## config.mk

```make
export PLATFORM = sky130hd
export DESIGN_NAME = branch_resolve_unit
export DESIGN_NICKNAME = d
export VERILOG_FILES = /design/src/rtl/branch_resolve_unit.sv
export SDC_FILE = /design/constraint.sdc
export NUM_CORES = 1
export LEC_CHECK = 0
export CELL_PAD_IN_SITES_DETAIL_PLACEMENT = 1
export CELL_PAD_IN_SITES_GLOBAL_PLACEMENT = 2
export CORE_UTILIZATION = 29
export DETAILED_ROUTE_END_ITERATION = 16
export PLACE_DENSITY_LB_ADDON = 0.12
export SLEW_MARGIN = 15
export SYNTH_ARGS = -nofsm -noshare
export SYNTH_HDL_FRONTEND = slang
export SYNTH_SLANG_ARGS = --single-unit
export TNS_END_PERCENT = 5
```

## constraint.sdc

```tcl
create_clock -name clk -period 2.8 [get_ports clk]
set_input_delay 0.28 -clock clk [delete_from_list [all_inputs] [get_ports clk]]
set_output_delay 0.28 -clock clk [all_outputs]
set_load 0.01 [all_outputs]
```

## src/rtl/branch_resolve_unit.sv

```systemverilog
// ---------------------------------------------------------------------------
// branch_resolve_unit
//
// Branch resolution stage for the KGP-miniRISC pipeline. Keeps the
// architectural sign/zero/carry flags, decides whether a branch presented by
// decode is taken, computes its target and drives a registered redirect
// handshake towards fetch, followed by a programmable flush window. Decode is
// stalled (br_ready low) from the accept of a taken branch until the flush
// window has ended.
//
// Optional feature macro: BRU_RAS_EN
//   defined   -> RAS_DEPTH-entry circular return stack. BL pushes br_pc+1,
//                BR pops and uses the popped address as its target. A BR on
//                an empty stack falls back to br_reg_target and raises the
//                sticky ras_underflow output.
//   undefined -> no stack. BR always goes to br_reg_target and the
//                ras_underflow port does not exist.
//
// Ports
//   clk, rst                 clock, asynchronous active-high reset
//   flag_we, flag_s/z/c      flag register write and incoming ALU flags
//   br_valid / br_ready      branch handshake from decode
//   br_sel                   branch select (br_sel[3]=0 means no branch)
//   br_pc, br_offset         branch PC and signed PC-relative offset
//   br_reg_target            register-indirect target for BR
//   redir_valid / redir_ready / redir_pc   redirect handshake to fetch
//   flush                    squash younger stages
//   link_we, link_data       one-cycle link write strobe and return address
//   taken_cnt                saturating count of taken branches
//   ras_underflow            sticky stack underflow (BRU_RAS_EN only)
// ---------------------------------------------------------------------------
module branch_resolve_unit #(
   parameter int ADDR_W       = 32,
   parameter int OFF_W        = 16,
   parameter int FLUSH_CYCLES = 2,
   parameter int CNT_W        = 16,
   parameter int RAS_DEPTH    = 4
) (
   input  logic              clk,
   input  logic              rst,
   input  logic              flag_we,
   input  logic              flag_s,
   input  logic              flag_z,
   input  logic              flag_c,
   input  logic              br_valid,
   output logic              br_ready,
   input  logic [3:0]        br_sel,
   input  logic [ADDR_W-1:0] br_pc,
   input  logic [OFF_W-1:0]  br_offset,
   input  logic [ADDR_W-1:0] br_reg_target,
   output logic              redir_valid,
   input  logic              redir_ready,
   output logic [ADDR_W-1:0] redir_pc,
   output logic              flush,
   output logic              link_we,
   output logic [ADDR_W-1:0] link_data,
   output logic [CNT_W-1:0]  taken_cnt
`ifdef BRU_RAS_EN
   ,
   output logic              ras_underflow
`endif
);

   localparam int FCNT_W = (FLUSH_CYCLES > 1) ? $clog2(FLUSH_CYCLES) : 1;

   typedef enum logic [1:0] {
      IDLE     = 2'd0,
      REDIRECT = 2'd1,
      FLUSH    = 2'd2
   } state_t;

   state_t            state;
   logic [FCNT_W-1:0] flushCnt;
   logic              flagS;
   logic              flagZ;
   logic              flagC;

   logic              effS;
   logic              effZ;
   logic              effC;
   logic              condMet;
   logic              accept;
   logic              isBl;
   logic              isBr;
   logic              takenNow;
   logic [ADDR_W-1:0] seqPc;
   logic [ADDR_W-1:0] relTarget;
   logic [ADDR_W-1:0] branchTarget;

`ifdef BRU_RAS_EN
   localparam int PTR_W = (RAS_DEPTH > 1) ? $clog2(RAS_DEPTH) : 1;
   localparam int RCNT_W = $clog2(RAS_DEPTH + 1);

   logic [ADDR_W-1:0] rasStack [RAS_DEPTH];
   logic [PTR_W-1:0]  rasPtr;
   logic [RCNT_W-1:0] rasCount;
   logic              rasEmpty;
   logic [ADDR_W-1:0] rasTop;
`endif

   // Decode is only accepted while idle and never while reset is held, so
   // br_ready reads 0 during reset and 1 once reset has been released.
   assign br_ready = (state == IDLE) && !rst;
   assign accept   = br_valid && br_ready;

   // Condition evaluation. A flag write arriving in the same cycle as the
   // branch is forwarded so the branch sees the newest ALU result.
   always_comb begin
      effS    = flag_we ? flag_s : flagS;
      effZ    = flag_we ? flag_z : flagZ;
      effC    = flag_we ? flag_c : flagC;
      condMet = 1'b0;
      case (br_sel[2:0])
         3'b000:  condMet = 1'b1;
         3'b001:  condMet = 1'b1;
         3'b010:  condMet = effS;
         3'b011:  condMet = effZ;
         3'b100:  condMet = !effZ;
         3'b101:  condMet = 1'b1;
         3'b110:  condMet = effC;
         3'b111:  condMet = !effC;
         default: condMet = 1'b0;
      endcase
      takenNow = br_sel[3] && condMet;
      isBl     = (br_sel == 4'b1101);
      isBr     = (br_sel == 4'b1000);
   end

`ifdef BRU_RAS_EN
   assign rasEmpty = (rasCount == '0);
   assign rasTop   = rasStack[rasPtr - PTR_W'(1)];
`endif

   // Target generation. PC-relative targets wrap modulo 2^ADDR_W; BR takes
   // the popped return address when the stack has one.
   always_comb begin
      seqPc     = br_pc + ADDR_W'(1);
      relTarget = seqPc + ADDR_W'($signed(br_offset));
      if (isBr) begin
`ifdef BRU_RAS_EN
         branchTarget = rasEmpty ? br_reg_target : rasTop;
`else
         branchTarget = br_reg_target;
`endif
      end else begin
         branchTarget = relTarget;
      end
   end

   // Architectural flag register; written whenever flag_we is high,
   // independent of branch traffic.
   always_ff @(posedge clk or posedge rst) begin
      if (rst) begin
         flagS <= 1'b0;
         flagZ <= 1'b0;
         flagC <= 1'b0;
      end else if (flag_we) begin
         flagS <= flag_s;
         flagZ <= flag_z;
         flagC <= flag_c;
      end
   end

   // Redirect/flush sequencer with all handshake outputs registered. The
   // link strobe is a single-cycle pulse issued on BL accept regardless of
   // how long fetch takes to accept the redirect.
   always_ff @(posedge clk or posedge rst) begin
      if (rst) begin
         state       <= IDLE;
         flushCnt    <= '0;
         redir_valid <= 1'b0;
         redir_pc    <= '0;
         flush       <= 1'b0;
         link_we     <= 1'b0;
         link_data   <= '0;
         taken_cnt   <= '0;
      end else begin
         link_we <= 1'b0;
         case (state)
            IDLE: begin
               if (accept) begin
                  if (isBl) begin
                     link_we   <= 1'b1;
                     link_data <= seqPc;
                  end
                  if (takenNow) begin
                     state       <= REDIRECT;
                     redir_valid <= 1'b1;
                     redir_pc    <= branchTarget;
                     if (taken_cnt != '1) begin
                        taken_cnt <= taken_cnt + CNT_W'(1);
                     end
                  end
               end
            end
            REDIRECT: begin
               if (redir_ready) begin
                  redir_valid <= 1'b0;
                  if (FLUSH_CYCLES == 0) begin
                     state <= IDLE;
                  end else begin
                     state    <= FLUSH;
                     flush    <= 1'b1;
                     flushCnt <= FCNT_W'(FLUSH_CYCLES - 1);
                  end
               end
            end
            FLUSH: begin
               if (flushCnt == '0) begin
                  state <= IDLE;
                  flush <= 1'b0;
               end else begin
                  flushCnt <= flushCnt - FCNT_W'(1);
               end
            end
            default: begin
               state       <= IDLE;
               redir_valid <= 1'b0;
               flush       <= 1'b0;
            end
         endcase
      end
   end

`ifdef BRU_RAS_EN
   // Stack storage needs no reset: emptiness is tracked by rasCount.
   always_ff @(posedge clk) begin
      if (accept && isBl) begin
         rasStack[rasPtr] <= seqPc;
      end
   end

   // Stack pointer and occupancy. When full, a push overwrites the oldest
   // entry because the pointer simply wraps while the count saturates.
   always_ff @(posedge clk or posedge rst) begin
      if (rst) begin
         rasPtr        <= '0;
         rasCount      <= '0;
         ras_underflow <= 1'b0;
      end else if (accept) begin
         if (isBl) begin
            rasPtr <= rasPtr + PTR_W'(1);
            if (rasCount != RCNT_W'(RAS_DEPTH)) begin
               rasCount <= rasCount + RCNT_W'(1);
            end
         end else if (isBr) begin
            if (rasEmpty) begin
               ras_underflow <= 1'b1;
            end else begin
               rasPtr   <= rasPtr - PTR_W'(1);
               rasCount <= rasCount - RCNT_W'(1);
            end
         end
      end
   end
`endif

endmodule

```

**Word level (Yosys, flattened, before mapping)**

Index checks and enable logic that the tools add are counted.

- Output and inout bits: 84
- Flip-flop bits (word level): 89
- Logic and storage cells: 72

- Equal/unequal tests: 16
- Add/sub/neg operators: 4
- Reduce and logical (&&, ||, !) cells: 17
- Bitwise gates (word level): 2
- Muxes and demuxes: 22

Operators by type and width:

| kind | number |
|---|---|
| $add A32 B1 Y32 const B | 1 |
| $add A32 B32 Y32 | 1 |
| $mux W32 | 1 |
| $add A16 B1 Y16 const B | 1 |
| $ne A16 B16 Y1 const B | 1 |
| $eq A3 B3 Y1 const B | 4 |
| $mux W1 | 12 |
| $reduce_and A4 Y1 | 3 |
| $reduce_and A3 Y1 | 3 |
| $eq A4 B4 Y1 const B | 2 |
| $mux W2 | 4 |
| $ne A2 B2 Y1 const B | 4 |
| $eq A3 B2 Y1 const B | 2 |
| $pmux W1 S3 | 2 |
| $pmux W1 S6 | 1 |
| $pmux W2 S3 | 1 |
| $eq A3 B1 Y1 const B | 1 |
| $logic_and A1 B1 Y1 | 3 |
| $logic_not A1 Y1 | 3 |
| $logic_not A3 Y1 | 1 |
| $reduce_or A3 Y1 | 1 |
| $eq A2 B1 Y1 const B | 1 |
| $eq A2 B2 Y1 const B | 1 |
| $logic_not A2 Y1 | 1 |
| other kinds (5) | 6 |

**Longest topological paths before layout**

Gate-level depths: netlist (run 1).

- Word-level depth: 7
- Depth in mapped cells: 17
- Gate-level depth less buffers: 16

**Worst setup path after synthesis (run 1)**

OpenSTA, ideal clock, no wires.

- Kind: input to register
- Start: in br_pc[2]
- End: reg redir_pc[30]
- Cell stages on the path: 13
- Data arrival time: 3.092 ns
- Required time: 2.718 ns
- Path buffers: 0
- Setup slack: -0.374 ns
- Library setup time: 0.082 ns
- Cells stage by stage: and4_1 > and3_1 > nand4_1 > or3_1 > xnor2_1 > ha_1 > nand2_1 > o21ai_0 > nor2_1 > nor4bb_1 > or2_2 > or4_1 > a31oi_1

- Cells in the longest elaborated chain, start to end: 3

RTL lines:

| item | line | source |
|---|---|---|
| from (decl) | 48 | `input logic [ADDR_W-1:0] br_pc,` |
| $add A32 B1 Y32 | 137 | `seqPc = br_pc + ADDR_W'(1);` |
| net seqPc[17] | 86 | `logic [ADDR_W-1:0] seqPc;` |
| $add A32 B32 Y32 | 138 | `relTarget = seqPc + ADDR_W'($signed(br_offset));` |
| $mux W32 | 139 | `if (isBr) begin` |
| to (signal assigned) | 189 | `redir_pc <= branchTarget;` |
| to (decl) | 53 | `output logic [ADDR_W-1:0] redir_pc,` |

The timed path passes the listed nets, and every way through them passes these cells.
A chain may end at the register's enable or synchronous reset.

**Worst setup path in the final report (run 1)**

- Start: in br_pc[2]
- End: reg redir_pc[29]

Same word-level chain as after synthesis.

==> reports/metrics.cfg, run 1 <==
[status]
status = finished with violations
violations = negative setup slack

[placement]
dp_hpwl_mm = 17.68
portBuffers = 175
dpl-instance-area_um2 = 9560
place_congestion = 0.8136

[timing]
finalMaxSlewViolations = 0
relSlewSlack_pct = 71.57
fin_ws_ns = -0.2582
fin_crit_sh_pct = 109.2
hold_viol = 0
finalCriticalPeriod_ns = 3.058
tightest_slew_ns = 0.4264
finClkSkew_ns = 0.01056
setup_viol = 21
max_freq_mhz = 327.0
setup_tns_ns = -2.963
rsz0062_at_grt = true

[routing]
route.met3.wl_um = 814
ant_nets = 0
drc = 0
avgRoutedWirePerCell_um = 17.51
first_pass_iters = 4
vias_per_cell = 4.893
drt_iter0_drc = 190
dr_wl_met2_mm = 10.96
wl_met1_mm = 10.86
vias = 6415
highest_layer = met4
wirelength_mm = 22.95

[worst_setup_path]
endpoint = redir_pc[29]
cp.arrival_ns = 3.28
r2r_setup_slack_ns = 0.44
crit_fanout = 3
r2r-start = flagC
crit_required_ns = 3.02
cp-startpoint = br_pc[2]
critPathKind = input pin to flip-flop
endpoint_kind = flip-flop
cp-start-kind = input pin
r2r-end = taken_cnt[7]
reg2regPathDepth = 7

[clock_tree]
clk_path_buf_depth = 2
cts-buffers-inserted = 9
cts_tree = yes
cts.sinks = 89
clkTransAtPathRegs_ns = 0.08
clk_latency_ns = 0.35
clock-root-buffer = clkbuf_16
ctsHoldBuffers = 0
htree_levels = 3

[final_layout]
final_common_cell = buf_4
most-common-layout-cells = 192 x buf_4, 157 x clkdlybuf4s50_1, 89 x dfrtp_1
area_growth_pct = 73.91
num_antenna_cells = 0
stdcell_area_um2 = 10590
nNetsFinal = 1168
final_layout_size_suffix_gt1_share_pct = 35.35

[yosys]
synth_area_um2 = 6090
synth_nets = 803
synth-edff-count = 0
ys.flop_type = dfrtp_1
async_flop_share_pct = 100.0
yosysUniqueCellTypes = 56
yosysWarnings = 0
synth_cells = 671
postSynthAreaPerCell_um2 = 9.075
ys_seq_area_share_pct = 36.57
synth-seq-cells = 89

[grt]
grt_usage_pct = 21.60
gr-total-overflow = 0
antenna_found_initial = 0
grt_pass1_vias = 7000
grt_pass1_wl_mm = 37.14
grt_max_degree = 41

[worst_hold_path]
hp-class = input pin to asynchronous set/reset pin

[floorplanning]
core-area_um2 = 20430
ios = 176
fp.dieW_um = 146.9
dieArea_um2 = 21580
start_util_pct = 29.81
die_h_um = 146.9
row_count = 52

[power_and_ir_drop]
p_per_area_nw_per_um2 = 543.1
p_leak_nw = 4.666
ir_worst_vdd_mv = 0.3033

[run]
maxCapViolations = 0

-- report_power, final --
part | total (mW) | internal (mW) | switching (mW)
Sequential | 1.89 | 1.64 | 0.242
Combinational | 2.57 | 1.46 | 1.11
Clock | 1.29 | 0.701 | 0.590
Total | 5.75 | 3.81 | 1.94
-- worst max-delay path, stage by stage --
cell      delay [ns]
buf_6           0.07
and4_4          0.23
and3_4          0.20
nand4_1         0.12
buf_4           0.18
buf_6           0.12
nor2_4          0.09
and3_4          0.21
xor2_2          0.14
ha_1            0.26
a21o_1          0.23
a21o_1          0.20
a21oi_2         0.17
o21ai_1         0.10
a31o_2          0.22
a31oi_2         0.16
xor2_1          0.16
o221ai_1        0.12
-- cell type report --
cell class	instances	area, um^2
multi-input cells	547	4369
well taps	270	337.8
fillers	2336	9839
flip-flops and latches	89	2227
repair buffers	375	3298
clock buffers	9	225.2
inverters	14	55.05
clock inverters	7	77.57
-- synth_stat cells (2+ instances only) --
cell	instances	share of area, %
or2_2	2	0.21
nand4_1	13	1.3
inv_1	14	0.86
nor2_1	67	4.1
nor3_1	8	0.66
o221ai_1	4	0.58
a211oi_1	4	0.49
buf_2	4	0.33
a31oi_1	16	1.6
and4_1	6	0.86
a21o_1	10	1.2
ha_1	39	8.0
or3_2	2	0.25
and3_1	16	1.6
a2bb2oi_1	2	0.29
clkbuf_1	16	0.99
o21a_1	3	0.37
xnor2_1	46	6.6
and2_1	4	0.41
a21oi_1	62	5.1
nand2_1	72	4.4
xor2_1	27	3.9
a21boi_0	2	0.25
nand3b_1	3	0.37
nor2b_1	3	0.31
o21bai_1	4	0.49
o31ai_1	3	0.37
nand3_1	31	2.5
o21ai_0	33	2.7
mux2_2	37	6.8
or3_1	4	0.41
mux2i_1	2	0.33
dfrtp_1	89	37
-- logic make-up after synthesis --
kind of cell | Yosys count | share of synthesized area [%]
compound gates | 152 | 15.10
xor+xnor | 73 | 10.50
fa+ha+maj | 40 | 8.342
buf+inv | 35 | 2.363
flops | 89 | 36.57
mux | 41 | 7.972
simple gates | 241 | 19.15
-- flip-flops by register name, summed over array words and instances (netlist names) --
signal and cells:
flagC 1, taken_cnt 16, flush 1, state 2, flushCnt 1, link_data 32
redir_valid 1, redir_pc 32, flagZ 1, link_we 1, flagS 1
-- worst min path at each step --
stage	from	endpoint	slack (ns)	depth (start not counted)
after floorplan	redir_ready	state[0]	0.39	1
after global placement	redir_pc[27]	redir_pc[27]	0.47	2
after detailed placement	redir_pc[27]	redir_pc[27]	0.49	2
after CTS	rst	taken_cnt[3]	0.33	2
after global routing	rst	state[0]	0.37	2
final	rst	taken_cnt[15]	0.32	2
-- metal layers --
| metal | global-route usage (%) | vias to the layer above |
|---|---|---|
| li1 | - | 3133 |
| met1 | 29.93 | 3116 |
| met2 | 35.64 | 144 |
| met3 | 2.795 | 22 |
| met4 | 5.206 | 0 |
| met5 | 0 | - |
-- stage by stage --
stage	utilization, %	power (mW)	setup slack [ns]	instances	hold slack, ns
after floorplan	-	2.883	-0.2287	671	0.3872
after global placement	46.80	4.256	-1.147	1273	0.4716
after detailed placement	46.80	4.343	-1.180	1273	0.4862
after CTS	50.78	5.758	-0.1845	1304	0.3260
after global routing	51.84	6.103	-0.4098	1311	0.3704
final	51.84	5.751	-0.2582	1311	0.3206
-- what timing repair did --
action | 4_1_cts | 5_1_grt
endpoints found under the setup margin | 24 | 24
gates resized for setup | 112 | 41
setup buffers | 15 | 7
cloned | 0 | 0
pin swaps | 45 | 40
Note: power is estimated with default switching activity, not from simulation.
==> inputs of run 2 (changes only) <==
--- a/config.mk
+++ b/config.mk
@@ -8,6 +8,7 @@
 export CELL_PAD_IN_SITES_DETAIL_PLACEMENT = 1
 export CELL_PAD_IN_SITES_GLOBAL_PLACEMENT = 2
 export CORE_UTILIZATION = 29
+export CTS_CLUSTER_DIAMETER = 120
 export DETAILED_ROUTE_END_ITERATION = 16
 export PLACE_DENSITY_LB_ADDON = 0.12
 export SLEW_MARGIN = 15
==> results of run 2 <==
Same layout as run 1: the final DEF is identical, and so are final timing and power.
